[src/rtl/pipe_ctrl_if.sv]
// ---------------------------------------------------------------------------
// pipe_ctrl_if -- bundle between the pipeline and its controller.
//   Hazard/status side (core -> controller):
//     loaduse_hazard_i, branch_taken_i, branch_target_i[XLEN],
//     dmem_req_i, dmem_ready_i
//   Control side (controller -> core):
//     pc_stall_o, ifid_stall_o, ifid_flush_o, idex_stall_o, idex_flush_o,
//     exmem_stall_o, memwb_flush_o, redirect_valid_o, redirect_pc_o[XLEN],
//     mem_err_o, stall_cnt_o[CNT_W], flush_cnt_o[CNT_W]
//   modport master : the pipeline (drives status, receives strobes)
//   modport slave  : pipe_ctrl
// ---------------------------------------------------------------------------
interface pipe_ctrl_if #(
    parameter int XLEN  = 32,
    parameter int CNT_W = 32
);
    logic             loaduse_hazard_i;
    logic             branch_taken_i;
    logic [XLEN-1:0]  branch_target_i;
    logic             dmem_req_i;
    logic             dmem_ready_i;

    logic             pc_stall_o;
    logic             ifid_stall_o;
    logic             ifid_flush_o;
    logic             idex_stall_o;
    logic             idex_flush_o;
    logic             exmem_stall_o;
    logic             memwb_flush_o;
    logic             redirect_valid_o;
    logic [XLEN-1:0]  redirect_pc_o;
    logic             mem_err_o;
    logic [CNT_W-1:0] stall_cnt_o;
    logic [CNT_W-1:0] flush_cnt_o;

    modport master (
        output loaduse_hazard_i, branch_taken_i, branch_target_i,
               dmem_req_i, dmem_ready_i,
        input  pc_stall_o, ifid_stall_o, ifid_flush_o, idex_stall_o,
               idex_flush_o, exmem_stall_o, memwb_flush_o,
               redirect_valid_o, redirect_pc_o, mem_err_o,
               stall_cnt_o, flush_cnt_o
    );

    modport slave (
        input  loaduse_hazard_i, branch_taken_i, branch_target_i,
               dmem_req_i, dmem_ready_i,
        output pc_stall_o, ifid_stall_o, ifid_flush_o, idex_stall_o,
               idex_flush_o, exmem_stall_o, memwb_flush_o,
               redirect_valid_o, redirect_pc_o, mem_err_o,
               stall_cnt_o, flush_cnt_o
    );
endinterface

[src/rtl/pipe_ctrl.sv]
// ---------------------------------------------------------------------------
// pipe_ctrl -- stall/flush/redirect controller for the five-stage RV32 core.
//   clk_i  : clock
//   rst_ni : asynchronous active-low reset
//   bus    : pipe_ctrl_if.slave (hazard/status in, strobes/counters out)
// Strobes are combinational from state and inputs; priority is
// ERR > memory wait > redirect > load-use. A memory-wait watchdog moves the
// FSM to a sticky ERR state; two saturating counters track stall cycles and
// redirects.
// ---------------------------------------------------------------------------
module pipe_ctrl #(
    parameter int XLEN        = 32,
    parameter int MEM_TIMEOUT = 255,
    parameter int CNT_W       = 32
) (
    input  logic        clk_i,
    input  logic        rst_ni,
    pipe_ctrl_if.slave  bus
);
    localparam int WAIT_W = $clog2(MEM_TIMEOUT + 1);

    typedef enum logic [1:0] {S_RUN, S_MEMWAIT, S_ERR} state_e;

    state_e            state_q, state_d;
    logic [WAIT_W-1:0] wait_cnt_q, wait_cnt_d;
    logic              mem_err_q, mem_err_d;

    logic pc_stall, ifid_stall, ifid_flush, idex_stall, idex_flush;
    logic exmem_stall, memwb_flush, redirect_valid;

    logic mem_wait_start;
    assign mem_wait_start = bus.dmem_req_i & ~bus.dmem_ready_i;

    // ---------------- state register ----------------
    always_ff @(posedge clk_i or negedge rst_ni) begin
        if (!rst_ni) begin
            state_q    <= S_RUN;
            wait_cnt_q <= '0;
            mem_err_q  <= 1'b0;
        end else begin
            state_q    <= state_d;
            wait_cnt_q <= wait_cnt_d;
            mem_err_q  <= mem_err_d;
        end
    end

    // ---------------- next-state logic ----------------
    // wait_cnt counts completed wait cycles; the RUN cycle that starts a wait
    // is the first one, so the counter loads 1 there.
    always_comb begin
        state_d    = state_q;
        wait_cnt_d = wait_cnt_q;
        case (state_q)
            S_RUN: begin
                if (mem_wait_start) begin
                    wait_cnt_d = WAIT_W'(1);
                    state_d    = (MEM_TIMEOUT <= 1) ? S_ERR : S_MEMWAIT;
                end
            end
            S_MEMWAIT: begin
                if (bus.dmem_ready_i) begin
                    state_d    = S_RUN;
                    wait_cnt_d = '0;
                end else begin
                    wait_cnt_d = wait_cnt_q + WAIT_W'(1);
                    // This cycle is the MEM_TIMEOUT-th consecutive wait.
                    if (wait_cnt_q >= WAIT_W'(MEM_TIMEOUT - 1))
                        state_d = S_ERR;
                end
            end
            S_ERR: begin
                state_d    = S_ERR;
                wait_cnt_d = wait_cnt_q;
            end
            default: begin
                state_d    = S_RUN;
                wait_cnt_d = '0;
            end
        endcase
        mem_err_d = mem_err_q | (state_d == S_ERR);
    end

    // ---------------- output logic ----------------
    always_comb begin
        pc_stall       = 1'b0;
        ifid_stall     = 1'b0;
        ifid_flush     = 1'b0;
        idex_stall     = 1'b0;
        idex_flush     = 1'b0;
        exmem_stall    = 1'b0;
        memwb_flush    = 1'b0;
        redirect_valid = 1'b0;
        case (state_q)
            S_RUN: begin
                if (mem_wait_start) begin
                    // Freeze everything upstream of MEM; branch/load-use
                    // inputs are held in the frozen registers for later.
                    pc_stall    = 1'b1;
                    ifid_stall  = 1'b1;
                    idex_stall  = 1'b1;
                    exmem_stall = 1'b1;
                    memwb_flush = 1'b1;
                end else if (bus.branch_taken_i) begin
                    // ID holds a wrong-path instruction, so a concurrent
                    // load-use hazard is irrelevant.
                    redirect_valid = 1'b1;
                    ifid_flush     = 1'b1;
                    idex_flush     = 1'b1;
                end else if (bus.loaduse_hazard_i) begin
                    pc_stall   = 1'b1;
                    ifid_stall = 1'b1;
                    idex_flush = 1'b1;
                end
            end
            S_MEMWAIT: begin
                // The ready cycle lets the pipeline advance with no strobes.
                if (!bus.dmem_ready_i) begin
                    pc_stall    = 1'b1;
                    ifid_stall  = 1'b1;
                    idex_stall  = 1'b1;
                    exmem_stall = 1'b1;
                    memwb_flush = 1'b1;
                end
            end
            S_ERR: begin
                pc_stall    = 1'b1;
                ifid_stall  = 1'b1;
                idex_stall  = 1'b1;
                exmem_stall = 1'b1;
            end
            default: begin
                pc_stall = 1'b0;
            end
        endcase
    end

    // ---------------- saturating performance counters ----------------
    // Index 0: stall cycles, index 1: redirects.
    logic [1:0]       cnt_inc;
    logic [CNT_W-1:0] cnt_q [2];

    assign cnt_inc = {redirect_valid, pc_stall};

    genvar gi;
    generate
        for (gi = 0; gi < 2; gi++) begin : g_cnt
            always_ff @(posedge clk_i or negedge rst_ni) begin
                if (!rst_ni)
                    cnt_q[gi] <= '0;
                else if (cnt_inc[gi] && (cnt_q[gi] != '1))
                    cnt_q[gi] <= cnt_q[gi] + CNT_W'(1);
            end
        end
    endgenerate

    // ---------------- drive the bundle ----------------
    assign bus.pc_stall_o       = pc_stall;
    assign bus.ifid_stall_o     = ifid_stall;
    assign bus.ifid_flush_o     = ifid_flush;
    assign bus.idex_stall_o     = idex_stall;
    assign bus.idex_flush_o     = idex_flush;
    assign bus.exmem_stall_o    = exmem_stall;
    assign bus.memwb_flush_o    = memwb_flush;
    assign bus.redirect_valid_o = redirect_valid;
    assign bus.redirect_pc_o    = redirect_valid ? bus.branch_target_i : '0;
    assign bus.mem_err_o        = mem_err_q;
    assign bus.stall_cnt_o      = cnt_q[0];
    assign bus.flush_cnt_o      = cnt_q[1];
endmodule

[src/flat_wrapper.sv]
// flat-port wrapper written by rule: the top's interface ports become plain ports
module pipe_ctrl_flat 
#(
    parameter int XLEN        = 32,
    parameter int MEM_TIMEOUT = 255,
    parameter int CNT_W       = 32
)
  (clk_i, rst_ni, bus_loaduse_hazard_i, bus_branch_taken_i, bus_branch_target_i, bus_dmem_req_i, bus_dmem_ready_i, bus_pc_stall_o, bus_ifid_stall_o, bus_ifid_flush_o, bus_idex_stall_o, bus_idex_flush_o, bus_exmem_stall_o, bus_memwb_flush_o, bus_redirect_valid_o, bus_redirect_pc_o, bus_mem_err_o, bus_stall_cnt_o, bus_flush_cnt_o);
  pipe_ctrl_if #(.XLEN(XLEN), .CNT_W(CNT_W)) bus_i ();
  input  logic clk_i;
  input  logic rst_ni;
  input wire logic [$bits(bus_i.loaduse_hazard_i)-1:0] bus_loaduse_hazard_i;
  input wire logic [$bits(bus_i.branch_taken_i)-1:0] bus_branch_taken_i;
  input wire logic [$bits(bus_i.branch_target_i)-1:0] bus_branch_target_i;
  input wire logic [$bits(bus_i.dmem_req_i)-1:0] bus_dmem_req_i;
  input wire logic [$bits(bus_i.dmem_ready_i)-1:0] bus_dmem_ready_i;
  output wire logic [$bits(bus_i.pc_stall_o)-1:0] bus_pc_stall_o;
  output wire logic [$bits(bus_i.ifid_stall_o)-1:0] bus_ifid_stall_o;
  output wire logic [$bits(bus_i.ifid_flush_o)-1:0] bus_ifid_flush_o;
  output wire logic [$bits(bus_i.idex_stall_o)-1:0] bus_idex_stall_o;
  output wire logic [$bits(bus_i.idex_flush_o)-1:0] bus_idex_flush_o;
  output wire logic [$bits(bus_i.exmem_stall_o)-1:0] bus_exmem_stall_o;
  output wire logic [$bits(bus_i.memwb_flush_o)-1:0] bus_memwb_flush_o;
  output wire logic [$bits(bus_i.redirect_valid_o)-1:0] bus_redirect_valid_o;
  output wire logic [$bits(bus_i.redirect_pc_o)-1:0] bus_redirect_pc_o;
  output wire logic [$bits(bus_i.mem_err_o)-1:0] bus_mem_err_o;
  output wire logic [$bits(bus_i.stall_cnt_o)-1:0] bus_stall_cnt_o;
  output wire logic [$bits(bus_i.flush_cnt_o)-1:0] bus_flush_cnt_o;
  assign bus_i.loaduse_hazard_i = bus_loaduse_hazard_i;
  assign bus_i.branch_taken_i = bus_branch_taken_i;
  assign bus_i.branch_target_i = bus_branch_target_i;
  assign bus_i.dmem_req_i = bus_dmem_req_i;
  assign bus_i.dmem_ready_i = bus_dmem_ready_i;
  assign bus_pc_stall_o = bus_i.pc_stall_o;
  assign bus_ifid_stall_o = bus_i.ifid_stall_o;
  assign bus_ifid_flush_o = bus_i.ifid_flush_o;
  assign bus_idex_stall_o = bus_i.idex_stall_o;
  assign bus_idex_flush_o = bus_i.idex_flush_o;
  assign bus_exmem_stall_o = bus_i.exmem_stall_o;
  assign bus_memwb_flush_o = bus_i.memwb_flush_o;
  assign bus_redirect_valid_o = bus_i.redirect_valid_o;
  assign bus_redirect_pc_o = bus_i.redirect_pc_o;
  assign bus_mem_err_o = bus_i.mem_err_o;
  assign bus_stall_cnt_o = bus_i.stall_cnt_o;
  assign bus_flush_cnt_o = bus_i.flush_cnt_o;
  pipe_ctrl #(.XLEN(XLEN), .MEM_TIMEOUT(MEM_TIMEOUT), .CNT_W(CNT_W)) u_core (.clk_i(clk_i), .rst_ni(rst_ni), .bus(bus_i));
endmodule
[config.mk]
export PLATFORM = sky130hd
export DESIGN_NAME = pipe_ctrl_flat
export DESIGN_NICKNAME = d
export VERILOG_FILES = /design/src/rtl/pipe_ctrl_if.sv /design/src/rtl/pipe_ctrl.sv /design/src/flat_wrapper.sv
export SDC_FILE = /design/constraint.sdc
export NUM_CORES = 1
export LEC_CHECK = 0
export ABC_AREA = 1
export BUFFER_PORTS_ARGS = -buffer_cell sky130_fd_sc_hd__buf_2
export CORE_MARGIN = 4
export CORE_UTILIZATION = 54
export CTS_CLUSTER_SIZE = 30
export DETAILED_ROUTE_END_ITERATION = 12
export HOLD_SLACK_MARGIN = 0.15
export PLACE_DENSITY = 0.82
export SLEW_MARGIN = 20
export SYNTH_ARGS = -nofsm -noshare
export SYNTH_HDL_FRONTEND = slang
export SYNTH_SLANG_ARGS = --single-unit
[constraint.sdc]
create_clock -name clk_i -period 2.23 [get_ports clk_i]
set_input_delay 0.223 -clock clk_i [delete_from_list [all_inputs] [get_ports clk_i]]
set_output_delay 0.223 -clock clk_i [all_outputs]
set_load 0.05 [all_outputs]
* Word-level counts from Yosys, hierarchy flattened *
Cells that the tools add are included.

storage, ports and cells
  bits in registers = 75
  output and inout port bits = 105
  logic and storage cells = 45

cells by class
  add/sub/neg operators = 3
  bitwise gates (word level) = 4
  reduce and logical (&&, ||, !) cells = 4
  equal/unequal tests = 6
  $lt $le $gt $ge = 1
  multiplexer cells = 22

operators with widths
  kind                                                                     number
  32-bit by 1-bit adder with 32-bit output, second input constant          2
  32-bit inequality test, second input constant                            2
  32-bit 2-to-1 mux                                                        1
  8-bit one-hot mux with 3 select lines                                    1
  8-bit 2-to-1 mux                                                         2
  1-bit 2-to-1 mux                                                         11
  8-bit by 1-bit adder with 8-bit output, second input constant            1
  8-bit >= comparator, second input constant                               1
  2-bit 2-to-1 mux                                                         3
  1-bit one-hot mux with 3 select lines                                    2
  2-bit one-hot mux with 3 select lines                                    1
  2-bit equality test, second input constant                               2
  2-bit by 1-bit equality test with 1-bit output, second input constant    1
  1-bit logical AND                                                        2
  2-bit zero test                                                          1
  2-bit by 1-bit inequality test with 1-bit output, second input constant  1
  1-bit inverter                                                           2
  1-bit one-hot mux with 2 select lines                                    1
  2-bit AND reduction                                                      1
  1-bit bitwise AND                                                        1
  1-bit OR                                                                 1

* Depth between registers and ports, before layout *
  word-level depth = 6
  depth in mapped cells = 11

* Least setup slack after synthesis *
Ideal clock, no wire load.

  path kind = reg-to-reg
  start = register u_core.cnt_q, in the netlist u_core.bus.flush_cnt_o[1]
  end = register u_core.cnt_q, in the netlist u_core.bus.flush_cnt_o[30]
  path buffers = 1
  cell stages (with the launch flop) = 12
  period minus slack after synthesis = 2.035 ns
  slack = 0.195 ns
  required time = 2.112 ns
  library setup time = 0.118 ns
  arrival time = 1.917 ns
  cell sequence = dfrtp_1 ha_1 inv_1 nor2_4 nand2_2 nor2_4 nand2_2 nand2_4 inv_4 buf_6 nand2_1 nand2_1

between the ends
  longest elaborated chain between the ends = 2
  elaborated cells between the ends (all ways) = 3
  those cells by class = 1 x add/sub; 1 x eq/ne; 1 x reduce/logical

RTL lines
  element                                                                           line              RTL
  from (decl)                                                                       pipe_ctrl.sv:140  logic [CNT_W-1:0] cnt_q [2];
  from (signal, indexed assignment)                                                 pipe_ctrl.sv:151  cnt_q[gi] <= cnt_q[gi] + CNT_W'(1);
  branches (longest 2 deep; another with 32-bit by 1-bit adder with 32-bit output)  --

Parallel ways; which one is timed is not known.
A chain may end at the register's enable or synchronous reset.

* Final worst setup path *
  start = register u_core.state_q[1]
  end = output port bus_ifid_flush_o

between the ends
  longest elaborated chain between the ends = 2

RTL lines
  element                 line                RTL
  from (decl)             pipe_ctrl.sv:24     state_e state_q, state_d;
  from (signal assigned)  pipe_ctrl.sv:41     state_q <= state_d;
  2-bit zero test         pipe_ctrl.sv:93     case (state_q)
  1-bit 2-to-1 mux        pipe_ctrl.sv:93
  to (decl)               flat_wrapper.sv:19  output wire logic [$bits(bus_i.ifid_flush_o)-1:0] bus_ifid_flush_o;

Every way passes these cells.

==> results.txt <==
----------------------------------------------------
[Status]
  Outcome ... finished, final reports clean

[Yosys]
  Post-Synth Simple-Gate Area ... 0.458
  Largest family of logic cells by synthesized area ... simple AND/OR/NAND/NOR gates
  Top cell type by total area after synthesis ... dfrtp_1
  Synth top area share ... 0.358
  Mux share of post-synthesis cell area ... 0
  Synthesized netlist cell count ... approximately 840
  Unique cell type count in the Yosys netlist ... 28
  Area share of fa/ha/maj cells after synthesis ... 0.00955
  Synth Area in XOR/XNOR ... 0.0451
  Cell area after technology mapping ... roughly 5200 µm²
  Number of nets in the synthesized netlist ... a little under 900
  Yosys Warn Count ... 0
  Register bit total from synthesis ... 75
  Biggest area contributors in the synthesized netlist ... dfrtp_1 (36%), nand2_1 (27%), nor2_1 (9.9%), inv_1 (7.2%), nand3_1 (3.7%)
  Share of the synthesized area in compound gates (AO/OA/AOI/OAI) ... 0.0282
  Avg Synthesized Cell Area ... about 6.2 µm²
  Sequential-to-total area share from yosys stat ... 0.358

[Floorplan]
  Total I/O pin count ... about 140
  Core footprint ... just over 9000 µm²
  Effective utilization at floorplan ... 0.562
  Die Height ... 107 µm
  Horizontal die dimension ... approximately 110 µm
  Num rows ... 35
  Die Footprint ... 11,300 µm²

[Placement]
  HPWL after detailed placement ... between 10,000 and 15,000 µm
  Number of input and output port buffers inserted ... approximately 140
  Number of instances in the placed design ... ~1,100
  Setup WS pre-CTS ... around 0.29 ns
  Post-place instance area ... ~6000 µm²
  Final estimated routing congestion in global placement ... between 0.9 and 1

[Setup path]
  Reg2reg end ... u_core.bus.flush_cnt_o[23]$_DFFE_PN0P_
  Required arrival time at the worst endpoint ... between 2 and 2.5 ns
  Critical Path Sink Type ... primary output
  Worst-path cell chain ... nor2_1, nand3_2, buf_12, inv_2, buf_2
  Highest net fanout along the worst path ... 33
  WS Path Type ... reg2out
  Crit path DAT ... ~1.8 ns
  Worst setup SP type ... flop
  Cell at the slowest stage of the critical path ... dfrtp_1
  Combined buffer and inverter count along the critical path ... 3
  Longest individual stage delay on the worst path ... between 0.4 and 0.5 ns
  Cell depth of the worst flop-to-flop path ... 10
  Origin of the critical flop-to-flop path ... u_core.bus.flush_cnt_o[0]$_DFFE_PN0P_
  Register-to-register path setup slack ... roughly 0.27 ns
  Worst path top cell family by delay ... buffers and inverters

[Drt]
  Vias after detailed routing ... 5,471
  Remaining antenna violation count ... 0
  First-pass iteration count of the detailed router ... 6
  Wire length per cell ... 12.1 µm
  Violation count after the first detailed-routing iteration ... between 200 and 300
  Avg Vias per Cell ... 4.91
  Total Wirelength ... 13,500 µm
  Total DRC errors in the routed layout ... 0

[STA]
  Maximum operating frequency ... 487 MHz
  Worst clock skew on the final layout ... approximately 0.011 ns
  Period utilisation layout ... 0.921
  Max Transition Viols Final ... 0
  Min setup slack post-route ... about 0.18 ns
  Slew at the pin with the worst max-slew slack ... around 0.51 ns
  Number of setup violations in the final report ... 0
  Final Hold Viols ... 0
  Tmin final ... between 2 and 2.5 ns
  Final setup TNS ... 0 ns
  Setup repair after global routing missed its margin ... false
  Worst relative slew slack ... 0.657

[Clock network]
  Clk pin slew, worst setup/hold paths ... 0.08 ns
  Clock root buffer master ... clkbuf_8
  Maximum level of the CTS H-tree ... 3
  Clock tree from TritonCTS ... done
  Max Buffers Root-to-Sink ... 2
  Clk sinks ... 75
  Clock Latency Late Sink ... 0.35 ns
  Clock buffers created by TritonCTS ... 9

[Pwr]
  Portion of total power attributed to sequential cells ... 0.433
  Power, Total ... around 3.7 mW
  Max VDD drop ... 0.385 mV
  Switching pwr ... around 1.6 mW
  Leakage power total ... approximately 3.5 nW
  Internal Pwr Total ... 2.15 mW
  Total power density per cell area ... between 500 and 600 nW/µm²
  Logic pwr share ... 0.323
  Clock power share ... 0.244
  Switching part of the total ... 0.423

[Run]
  Max-capacitance violation count ... 0

[GRT]
  Global-route wire length before repair ... around 23,000 µm
  Vias in the first global route ... about 5,100
  Global router's overall resource usage ... 0.245
  Sum of overflow across all layers after global routing ... 0
  Pin count of the biggest net entering global routing ... 39
  Number of antenna violations at the first check in global routing ... 0

[Min path]
  Hold path depth ... 4
  Destination of the worst hold path ... u_core.wait_cnt_q[5]$_DFFE_PN0P_
  Class of the worst hold path ... in2reg
  Min-delay src ... bus_dmem_ready_i

[Finish]
  Layout Cell Area excl Fill ... around 6200 µm²
  Net count, final ... slightly above 1,000
  Diodes inserted ... 0
  Post-route non-filler standard cell count ... 1,115
  Ratio of cells with drive above 1 in the final layout ... 0.182
  Fill cell total of the finished layout ... just under 900
  Synth-to-layout area growth ... 18.5%

----------------------------------------------------
repair_timing:
action	in CTS	in global routing
resized for setup	0	2
hold buffers	1	0
buffers inserted	0	0
hold endpoints to repair	37	0
endpoints found under the setup margin	0	1
stage by stage:
stage          hold slack, ns  utilization
4_1_cts                 0.242        0.665
3_5_place_dp            0.235        0.647
3_3_place_gp            0.236        0.647
5_1_grt                 0.277        0.666
2_1_floorplan         -0.0726            -
6_report                0.254        0.666
how the worst max path moves through the flow:
stage | startpoint | endpoint | slack, ns | cells past startpoint
after global routing | u_core.state_q[0]$_DFF_PN0_ | bus_ifid_flush_o | 0.05 | 5
after global placement | u_core.bus.stall_cnt_o[0]$_DFFE_PN0P_ | u_core.bus.stall_cnt_o[27]$_DFFE_PN0P_ | 0.34 | 10
after CTS | u_core.state_q[1]$_DFF_PN0_ | bus_redirect_pc_o[6] | 0.07 | 5
after detailed placement | u_core.bus.flush_cnt_o[0]$_DFFE_PN0P_ | u_core.bus.flush_cnt_o[18]$_DFFE_PN0P_ | 0.29 | 10
after floorplan | u_core.bus.flush_cnt_o[1]$_DFFE_PN0P_ | u_core.bus.flush_cnt_o[30]$_DFFE_PN0P_ | 0.20 | 11
final | u_core.state_q[1]$_DFF_PN0_ | bus_ifid_flush_o | 0.18 | 5
layout by cell type (no fill, tap or decap), types with 2 or more instances in the layout:
cell type / count
ha_1: 4
nand2_2: 6
nor2_4: 4
nand2_1: 382
nand3_1: 38
nor2_1: 138
xor2_1: 14
nand4_1: 9
nand2_4: 3
nand3b_1: 2
inv_4: 2
xnor2_1: 13
clkbuf_8: 9
o21ai_0: 17
o21ai_1: 3
buf_2: 140
clkinv_2: 3
nor3_1: 2
o211ai_1: 3
a21oi_1: 3
dfrtp_1: 75
buf_12: 3
inv_1: 100
power groups by stage:
stage / clock [mW] / combinational, mW / sequential [mW]
6_report: 0.909 / 1.20 / 1.61
4_1_cts: 0.926 / 1.21 / 1.61
3_5_place_dp: 0 / 1.20 / 1.63
3_3_place_gp: 0 / 1.18 / 1.63
5_1_grt: 0.987 / 1.30 / 1.63
2_1_floorplan: 0 / 0.634 / 1.91
logic make-up after synthesis:
group | Yosys count
simple gates | 589
buf+inv | 119
flops | 75
compound gates | 27
xor+xnor | 27
fa+ha+maj | 4
synthesized netlist by cell type:
master and count:
a21oi_1 3, a32o_1 1, and3b_1 1, buf_4 5
buf_6 8, clkbuf_1 3, dfrtp_1 75, ha_1 4
inv_1 100, inv_2 1, inv_4 2, nand2_1 382
nand2_2 6, nand2_4 3, nand2_8 1, nand3_1 39
nand3b_1 2, nand4_1 9, nor2_1 138, nor2_2 1
nor2_4 4, nor2_8 1, nor3_1 2, o211ai_1 3
o21ai_0 17, o21ai_1 3, xnor2_1 13, xor2_1 14
state kept, by name, summed over array words and instances, names as in the netlist:
signal	count
u_core.bus.mem_err_o	1
u_core.state_q	2
u_core.bus.flush_cnt_o	32
u_core.wait_cnt_q	8
u_core.bus.stall_cnt_o	32
layer usage:
layer,track usage,vias up,wire length [µm]
met3,0.0346,22,977
met4,0.0822,0,269
li1,-,2819,-
met2,0.413,208,6310
met5,0,-,0
met1,0.323,2422,5990
worst register-to-register path: cells and delay by family (launching register included):
kind                       cells  cell delay (ns)
buffers and inverters          2             0.26
adders and majority gates      1             0.31
and+or+nand+nor                7             0.87
DFF                            1             0.42
layout make-up:
type,instances,area [µm²],area share
tap,129,161,0.0260
clock buffer,10,128,0.0205
timing repair buffer,146,786,0.126
multi-input combinational,647,2840,0.457
sequential,75,1880,0.302
clock inverter,5,31.3,0.00503
inverter,103,392,0.0630
Power figures use the tool's default switching activity.
